--- config.mk ---
export PLATFORM = sky130hd
export DESIGN_NAME = calc_sequencer
export DESIGN_NICKNAME = d
export VERILOG_FILES = /design/src/rtl/calc_sequencer_pkg.sv /design/src/rtl/calc_sequencer_alu.sv /design/src/rtl/calc_sequencer.sv
export SDC_FILE = /design/constraint.sdc
export NUM_CORES = 1
export LEC_CHECK = 0
export BUFFER_PORTS_ARGS = -buffer_cell sky130_fd_sc_hd__buf_2
export CORE_ASPECT_RATIO = 1.1
export CORE_UTILIZATION = 30
export CTS_BUF_LIST = sky130_fd_sc_hd__clkbuf_4 sky130_fd_sc_hd__clkbuf_8
export CTS_CLUSTER_SIZE = 10
export DETAILED_ROUTE_END_ITERATION = 8
export SETUP_SLACK_MARGIN = 0.05
export SYNTH_ARGS = -nofsm -noshare
export SYNTH_HDL_FRONTEND = slang
export SYNTH_SLANG_ARGS = --single-unit
--- constraint.sdc ---
create_clock -name clk -period 2.9 [get_ports clk]
set_clock_uncertainty 0.2 [all_clocks]
set_input_delay 0.58 -clock clk [delete_from_list [all_inputs] [get_ports clk]]
set_output_delay 0.58 -clock clk [all_outputs]
set_load 0.05 [all_outputs]
--- src/rtl/calc_sequencer_pkg.sv ---
// calc_pkg: shared types and widths for the calc_sequencer block.
// Latency: none (declarations only).
// Backpressure: none (declarations only).
package calc_pkg;

  localparam int DATA_W = 16;
  localparam int ADDR_W = 2;

  typedef enum logic [1:0] {
    OP_ADD  = 2'b00,
    OP_SUB  = 2'b01,
    OP_NEG  = 2'b10,
    OP_PASS = 2'b11
  } op_t;

  typedef enum logic [2:0] {
    ST_IDLE   = 3'd0,
    ST_RD_A   = 3'd1,
    ST_WAIT_A = 3'd2,
    ST_RD_B   = 3'd3,
    ST_WAIT_B = 3'd4,
    ST_EXEC   = 3'd5,
    ST_WR_C   = 3'd6,
    ST_DONE   = 3'd7
  } state_t;

endpackage

--- src/rtl/calc_sequencer_alu.sv ---
// calc_alu: 16-bit two's complement ADD/SUB/NEG/PASS with signed overflow flag.
// Latency: purely combinational.
// Backpressure: none.
// Ports: a, b operands; op operation code; y wrapped result; ovf signed overflow.
module calc_alu
  import calc_pkg::*;
(
  input  logic [DATA_W-1:0] a,
  input  logic [DATA_W-1:0] b,
  input  op_t               op,
  output logic [DATA_W-1:0] y,
  output logic              ovf
);

  localparam logic [DATA_W-1:0] MOST_NEG = {1'b1, {(DATA_W-1){1'b0}}};

  always_comb begin
    y   = '0;
    ovf = 1'b0;
    case (op)
      OP_ADD: begin
        y   = a + b;
        // Same-sign operands producing an opposite-sign sum.
        ovf = (a[DATA_W-1] == b[DATA_W-1]) && (y[DATA_W-1] != a[DATA_W-1]);
      end
      OP_SUB: begin
        y   = a - b;
        // Differing-sign operands where the difference flips away from A.
        ovf = (a[DATA_W-1] != b[DATA_W-1]) && (y[DATA_W-1] != a[DATA_W-1]);
      end
      OP_NEG: begin
        y   = '0 - a;
        // Only the most negative value has no positive counterpart.
        ovf = (a == MOST_NEG);
      end
      OP_PASS: begin
        y   = a;
        ovf = 1'b0;
      end
      default: begin
        y   = '0;
        ovf = 1'b0;
      end
    endcase
  end

endmodule

--- src/rtl/calc_sequencer.sv ---
// calc_sequencer: reads A and B from a word memory, runs the ALU, writes the result to C.
// Latency: fixed 8-cycle operation, done pulses in the 7th cycle after start is accepted.
// Backpressure: start is only sampled in IDLE; requests while busy are dropped.
// Ports: clk/rst_n (sync, active-low); start/op/addr_a/addr_b/addr_c request;
//        busy/done/result/ovf status; mem_addr/mem_wdata/mem_rdata/cs/we/oe memory port.
module calc_sequencer
  import calc_pkg::*;
(
  input  logic              clk,
  input  logic              rst_n,
  input  logic              start,
  input  logic [1:0]        op,
  input  logic [ADDR_W-1:0] addr_a,
  input  logic [ADDR_W-1:0] addr_b,
  input  logic [ADDR_W-1:0] addr_c,
  output logic              busy,
  output logic              done,
  output logic [DATA_W-1:0] result,
  output logic              ovf,
  output logic [ADDR_W-1:0] mem_addr,
  output logic [DATA_W-1:0] mem_wdata,
  input  logic [DATA_W-1:0] mem_rdata,
  output logic              cs,
  output logic              we,
  output logic              oe
);

  state_t            state;
  op_t               op_q;
  logic [ADDR_W-1:0] addr_a_q;
  logic [ADDR_W-1:0] addr_b_q;
  logic [ADDR_W-1:0] addr_c_q;
  logic [DATA_W-1:0] opnd_a;
  logic [DATA_W-1:0] opnd_b;
  logic [DATA_W-1:0] alu_y;
  logic              alu_ovf;

  calc_alu u_alu (
    .a   (opnd_a),
    .b   (opnd_b),
    .op  (op_q),
    .y   (alu_y),
    .ovf (alu_ovf)
  );

  always_ff @(posedge clk) begin
    if (!rst_n) begin
      state    <= ST_IDLE;
      op_q     <= OP_ADD;
      addr_a_q <= '0;
      addr_b_q <= '0;
      addr_c_q <= '0;
      opnd_a   <= '0;
      opnd_b   <= '0;
      result   <= '0;
      ovf      <= 1'b0;
    end else begin
      case (state)
        ST_IDLE: begin
          if (start) begin
            op_q     <= op_t'(op);
            addr_a_q <= addr_a;
            addr_b_q <= addr_b;
            addr_c_q <= addr_c;
            state    <= ST_RD_A;
          end
        end
        ST_RD_A:   state <= ST_WAIT_A;
        // Read data is valid one cycle after the read is issued.
        ST_WAIT_A: begin
          opnd_a <= mem_rdata;
          state  <= ST_RD_B;
        end
        ST_RD_B:   state <= ST_WAIT_B;
        // B is read even for NEG/PASS so every op has the same latency.
        ST_WAIT_B: begin
          opnd_b <= mem_rdata;
          state  <= ST_EXEC;
        end
        ST_EXEC: begin
          result <= alu_y;
          ovf    <= alu_ovf;
          state  <= ST_WR_C;
        end
        ST_WR_C:   state <= ST_DONE;
        ST_DONE:   state <= ST_IDLE;
        default:   state <= ST_IDLE;
      endcase
    end
  end

  // Memory strobes decode straight from state so they drop to idle values
  // in the same cycle reset takes effect.
  always_comb begin
    busy      = (state != ST_IDLE);
    done      = (state == ST_DONE);
    cs        = 1'b0;
    we        = 1'b0;
    oe        = 1'b0;
    mem_addr  = '0;
    mem_wdata = '0;
    case (state)
      ST_RD_A, ST_WAIT_A: begin
        cs       = 1'b1;
        oe       = 1'b1;
        mem_addr = addr_a_q;
      end
      ST_RD_B, ST_WAIT_B: begin
        cs       = 1'b1;
        oe       = 1'b1;
        mem_addr = addr_b_q;
      end
      ST_WR_C: begin
        cs        = 1'b1;
        we        = 1'b1;
        mem_addr  = addr_c_q;
        mem_wdata = result;
      end
      default: begin
        cs = 1'b0;
      end
    endcase
  end

endmodule

==> out/results.ini, run 1 <==
[clock_network]
htree_levels=3
cts_setup_buffers=0
clock_latency_ns=0.34
clkSinkCount=60
cts_tree=done
cts.path.max_buffers=2
ctsHoldBuffers=0
cts_buffers=9
cts-root-buf=clkbuf_8
path_clk_slew_ns=0.07

[floorplanning]
die_w_um=120
die_y_um=131
initial_core_util_pct=31.2
ioPinCount=67
rows=46
core_area_mm2=0.0146
dieArea_mm2=0.0157

[worst_setup_path]
worstSetupPathType=flip-flop to output pin
r2r-start=opnd_b[6]$_SDFFE_PN0P_
setup.worst_path.start_class=flip-flop
r2r_slack_ns=0.21
cp_max_fo=6
r2r-end=ovf$_SDFFE_PN0P_
cp.required_ns=2.12
r2r_cells=11
cp-end-kind=output pin
cp.arrival_ns=1.92

[cells_and_area]
n_antenna_cell=0
nets=726
drive_gt1_share_pct=19.7
final_util_pct=37.0
final_common_cell=nand2_1
design_area_mm2=0.00542
final_cell_mix=91 x nand2_1, 66 x buf_2, 59 x dfxtp_1
synthToLayoutAreaGrowth_pct=18.8

[worst_hold_path]
worst_hold_path_type=flip-flop to flip-flop
worstHoldStart=result[2]$_SDFFE_PN0P_
hold_path_depth=2
hold_end=result[2]$_SDFFE_PN0P_

[flow_run]
drv_cap=0

[synth]
yosysSeqAreaShare_pct=26.3
synthesis.instances=596
yosys_most_used_dff=dfxtp_1
synth_edf_count=0
synthArstFlopShare_pct=0
syn_avg_cell_area_um2=7.65
yosys_warnings=0
syn_area_mm2=0.00456
syn-num-nets=660
ys_seq_elements=60
yosysUniqueCellTypes=63

[run_status]
outcome=finished clean

[sta]
slew-limit-headroom_pct=48.1
timing.final.ws_setup_ns=0.196
setup-violations-final=0
worstMarginPinSlew_ns=0.777
period_needed_ns=2.70
rsz0062_at_grt=true
fin_hold_ws_ns=0.269
finalCritPeriodShare_pct=93.2
slew_violations=0
setup_tns_ns=0
hold_viol=0
max_freq_mhz=370

[detailed_routing]
antenna_left=0
drc=0
post_drt_wl_per_cell_um=14.0
vias_per_cell=5.07
drtIter0Drc=288
routed_wl_mm=12.0
dr.pass1.iters=5
vias=4342

[grt]
antenna_found_initial=0
gr-usage-met1_pct=21.7
grt_pass1_wl_mm=19.8
grt_busiest_layer=met2
grt_use_met3_pct=3.21
grt_overflow_total=0
grt_pass1_vias=3934
grtUsageTotal_pct=15.6
grt_max_degree=60
use_met2_pct=23.5

[place]
pre_cts_ws_ns=0.0374
placedInstanceArea_mm2=0.00518
port_buffers=66
place_hpwl_mm=8.95
gp_congestion=0.859

[power_and_ir_drop]
leakage_uw=0.00242
peakVddDrop_mv=0.335
p_per_area_mw_per_mm2=804

==> cell type report <==
cell class / instances / area [um2]
clock buffers: 12 / 165
clock inverters: 2 / 10.0
fillers: 1551 / 9200
inverters: 35 / 131
multi-input cells: 464 / 3140
flip-flops and latches: 60 / 1200
well taps: 192 / 240
repair buffers: 92 / 526
==> worst max-delay path, cell delays in order, from the launching register on <==
cell      delay (ns)
dfxtp_1         0.37
inv_1           0.09
ha_1            0.26
nand2_1         0.12
o21ai_1         0.13
a222oi_1        0.33
inv_1           0.06
buf_2           0.21
==> timing repair <==
item	in CTS	in global routing
resized for setup	1	15
setup endpoints to repair	1	11
pin swaps	0	4
==> kinds of logic after synthesis <==
kind of cell / Yosys count / synth area share (%)
compound gates: 161 / 24.3
xor+xnor: 24 / 4.61
fa+ha+maj: 37 / 10.5
buf+inv: 72 / 6.15
flops: 60 / 26.3
mux: 17 / 4.06
simple gates: 225 / 24.0
==> per-layer routing <==
metal  wire, um  part of all wire (%)  vias up
li1           -                     -     2215
met1       5950                    49     1978
met2       5140                    43      136
met3        707                   5.9       13
met4        233                   1.9        0
met5          0                     0        -
==> flip-flops by register name (all words and copies together), names as in the netlist <==
register / cells
opnd_a: 16
opnd_b: 16
result: 16
state: 3
addr_a_q: 2
addr_b_q: 2
addr_c_q: 2
op_q: 2
ovf: 1
==> worst max-delay path by stage <==
stage / from / to / slack (ns) / depth (start not counted)
2_1_floorplan: opnd_a[6]$_SDFFE_PN0P_ / ovf$_SDFFE_PN0P_ / 0.20 / 9
5_1_grt: state[1]$_SDFFE_PN0P_ / mem_addr[0] / 0.05 / 7
4_1_cts: opnd_b[5]$_SDFFE_PN0P_ / result[12]$_SDFFE_PN0P_ / 0.07 / 10
3_5_place_dp: opnd_b[5]$_SDFFE_PN0P_ / result[12]$_SDFFE_PN0P_ / 0.04 / 10
3_3_place_gp: opnd_a[0]$_SDFFE_PN0P_ / result[14]$_SDFFE_PN0P_ / 0.1 / 10
6_report: state[1]$_SDFFE_PN0P_ / mem_addr[0] / 0.20 / 7
==> per-stage QoR <==
| step | total power (uW) | instances |
|---|---|---|
| 5_1_grt | 4700 | 857 |
| 3_3_place_gp | 3600 | 843 |
| 2_1_floorplan | 2980 | 596 |
| 3_5_place_dp | 3620 | 843 |
| 6_report | 4360 | 857 |
| 4_1_cts | 4320 | 857 |
==> synth_stat cells, drive strengths merged, types with 4 or more instances <==
cell type  number  area (um2)
and3           18         113
a31oi           5        31.3
nor3b           4        30.0
o21ai          31         155
a21o            4        30.0
nand2b          6        37.5
nand2          91         342
nand3b          4        30.0
xor2            8        70.1
ha             35         438
nor2           37         139
and2            6        37.5
buf             7        36.3
o211ai          5        37.5
o31ai           6        50.1
dfxtp          60        1200
xnor2          16         140
or3            10        62.6
mux2i          14         140
a21boi         37         278
a21oi          34         174
a221oi          7        61.3
nand3          10        50.1
nor3           16        85.1
clkbuf         30         113
inv            35         131
nor2b          14        87.6
==> where the power goes <==
group / internal [uW] / total (uW) / switching [uW]
Sequential: 935 / 1070 / 138
Combinational: 1100 / 2590 / 1490
Clock: 368 / 691 / 323
Total: 2400 / 4360 / 1960
(Power assumes the default switching activity.)
==> inputs of run 2 (changes only) <==
CTS_CLUSTER_SIZE = default   (was 10)
SYNTH_HIERARCHICAL = 1   (was default)
==> run 2 against run 1 <==
Fmax is 4.8% lower. Total power is 40% lower. Clock power is 8.7% higher. Critical endpoint is now result[12]$_SDFFE_PN0P_. Die area is 2.5% higher. Highest routed layer unchanged. Utilization is 1.2 points higher. Register-to-register slack worse by 0.15 ns. First-iteration DRC count is 9.4% lower. Final cell count is 3.0% higher. Final area is 6.7% higher. Synthesized area is 2.5% higher.
==> out/results.ini, run 2 <==
[run_status]
outcome=finished clean

[detailed_routing]
drc=0
antenna_left=0
dr.pass1.iters=6
routed_wl_mm=11.9
drtIter0Drc=261
vias=4290
post_drt_wl_per_cell_um=13.5
vias_per_cell=4.86

[sta]
max_freq_mhz=352
setup-violations-final=0
worstMarginPinSlew_ns=0.764
slew_violations=0
finalCritPeriodShare_pct=97.9
fin_hold_ws_ns=0.247
rsz0062_at_grt=true
timing.final.ws_setup_ns=0.0598
period_needed_ns=2.84
slew-limit-headroom_pct=48.8
hold_viol=0

[synth]
yosysSeqAreaShare_pct=25.7
synth_most_common_cell=nand2_1
yosysUniqueCellTypes=68
synthesis.instances=595
synth-compound-area-share_pct=23.4
ys_seq_elements=60
yosys_warnings=6
yosys.area.top_type=dfxtp_1
syn-num-nets=656
synth.area.top_cells=dfxtp_1 26%, ha_1 8.6%, nand2_1 7.5%, mux2i_1 5.4%, a21boi_1 4.2%
synth_simple_gate_area_share_pct=22.8
synthArstFlopShare_pct=0
synthXorXnorAreaFrac_pct=5.06
synth_top_family_by_area=compound AO/OA/AOI/OAI gates
yosysTopAreaCellShare_pct=25.7
synthAdderAreaFrac_pct=9.42
syn_avg_cell_area_um2=7.86
syn_area_mm2=0.00467
synth_edf_count=0
yosys_most_used_dff=dfxtp_1
synthMuxAreaShare_pct=6.56
ys_top_cells_by_count=93 x nand2_1, 60 x dfxtp_1, 38 x a21oi_1

[power_and_ir_drop]
leakage_uw=0.00250
fin_total_pwr_uw=2620
p_per_area_mw_per_mm2=454
peakVddDrop_mv=0.196

[grt]
antenna_found_initial=0
grt_pass1_vias=3928
grtUsageTotal_pct=15.0
grt_max_degree=36
grt_overflow_total=0
grt_pass1_wl_mm=19.3

[place]
port_buffers=66
gp_congestion=0.863
pre_cts_ws_ns=-0.0631
place_hpwl_mm=8.90

[worst_setup_path]
slowest_delay_ns=0.41
cp_top_family=compound AO/OA/AOI/OAI gates
worstSetupPathType=flip-flop to flip-flop
crit_chain=ha_4, inv_2, fa_2, o21bai_4, nand2b_4, a2111oi_4, o311ai_2, a32oi_1, o21ai_2, xnor2_1, o21ai_1, nand2_1, a21boi_1
setup.worst_path.start_class=flip-flop
crit_buf_inv=1
cp.arrival_ns=2.93
cp_max_fo=3
cpMaxStageDelayCell=fa_2
cp.required_ns=2.99
cp-end-kind=flip-flop

[cells_and_area]
drive_gt1_share_pct=25.6
nets=744
final_common_cell=nand2_1
n_antenna_cell=0
multiInputGateArea_mm2=0.00328
n_fill_cell=1565
final_cell_mix=93 x nand2_1, 66 x buf_2, 55 x dfxtp_1
top_regs=opnd_a: 16 flops, opnd_b: 16 flops, result: 16 flops
final_util_pct=38.2
regArea_mm2=0.00121
synthToLayoutAreaGrowth_pct=23.6

[flow_run]
drv_cap=0

[floorplanning]
ioPinCount=67
rows=47
die_y_um=133
dieArea_mm2=0.0161
core_area_mm2=0.0151
initial_core_util_pct=30.9
die_w_um=121

[clock_network]
cts-root-buf=clkbuf_8
ctsHoldBuffers=0
clkSinkCount=60
cts.path.max_buffers=2
cts_tree=done
cts_buffers=9
path_clk_slew_ns=0.07
htree_levels=3
clock_latency_ns=0.36

[worst_hold_path]
worst_hold_path_type=input port to flip-flop

==> run 2: per-stage QoR <==
| step | instances | area [um2] | TNS (ns) |
|---|---|---|---|
| after floorplan | 595 | 4670 | 0 |
| after global placement | 860 | 5380 | -0.0455 |
| after detailed placement | 860 | 5380 | -0.120 |
| after CTS | 878 | 5610 | 0 |
| after global routing | 883 | 5780 | -0.425 |
| final | 883 | 5780 | 0 |
==> run 2: timing repair <==
| action | CTS | global route |
|---|---|---|
| setup endpoints to repair | 5 | 9 |
| pin swaps | 9 | 23 |
| buffers inserted | 3 | 5 |
| gates resized for setup | 9 | 37 |
==> run 2: cells by family (layout without fill, tap and decap cells) <==
family	Yosys count	in the layout
compound gates	160	160
xor+xnor	27	27
fa+ha+maj	34	34
buf+inv	73	165
flops	60	60
mux	29	29
simple gates	212	212
==> run 2: worst min-delay path, delay by kind of cell <==
kind,cells,cell delay (ns)
AND/OR/NAND/NOR,1,0.05
AO/OA/AOI/OAI,1,0.06
buffers and inverters,1,0.08
==> run 2: path summary, 6_finish.rpt <==
check                           startpoint                  endpoint  slack [ns]  cells after the start
hold / removal                   addr_c[0]  addr_c_q[0]$_SDFFE_PN0P_        0.25                      3
setup / recovery    opnd_b[0]$_SDFFE_PN0P_   result[12]$_SDFFE_PN0P_        0.06                     13
hold reg to reg   addr_c_q[0]$_SDFFE_PN0P_  addr_c_q[0]$_SDFFE_PN0P_        0.25                      2
setup reg to reg    opnd_b[0]$_SDFFE_PN0P_   result[12]$_SDFFE_PN0P_        0.06                     13
==> run 2: per-layer routing <==
metal / global-route usage [%] / part of all wire, %
met1: 19.9 / 48
met3: 2.50 / 4.9
met2: 24.1 / 45
met5: 0 / 0
met4: 5.97 / 1.9
==> run 2: report_power, final <==
group | switching, uW | internal (uW) | total (uW)
Sequential | 55.4 | 862 | 917
Combinational | 539 | 417 | 957
Clock | 341 | 410 | 751
Total | 935 | 1690 | 2620
==> run 2: area by class of cell <==
type | instances | share of cell area [%]
sequential | 60 | 20.9
timing repair buffer | 116 | 12.6
multi-input combinational | 462 | 56.7
clock buffer | 10 | 2.38
inverter | 34 | 2.25
tap | 196 | 4.24
clock inverter | 5 | 0.909
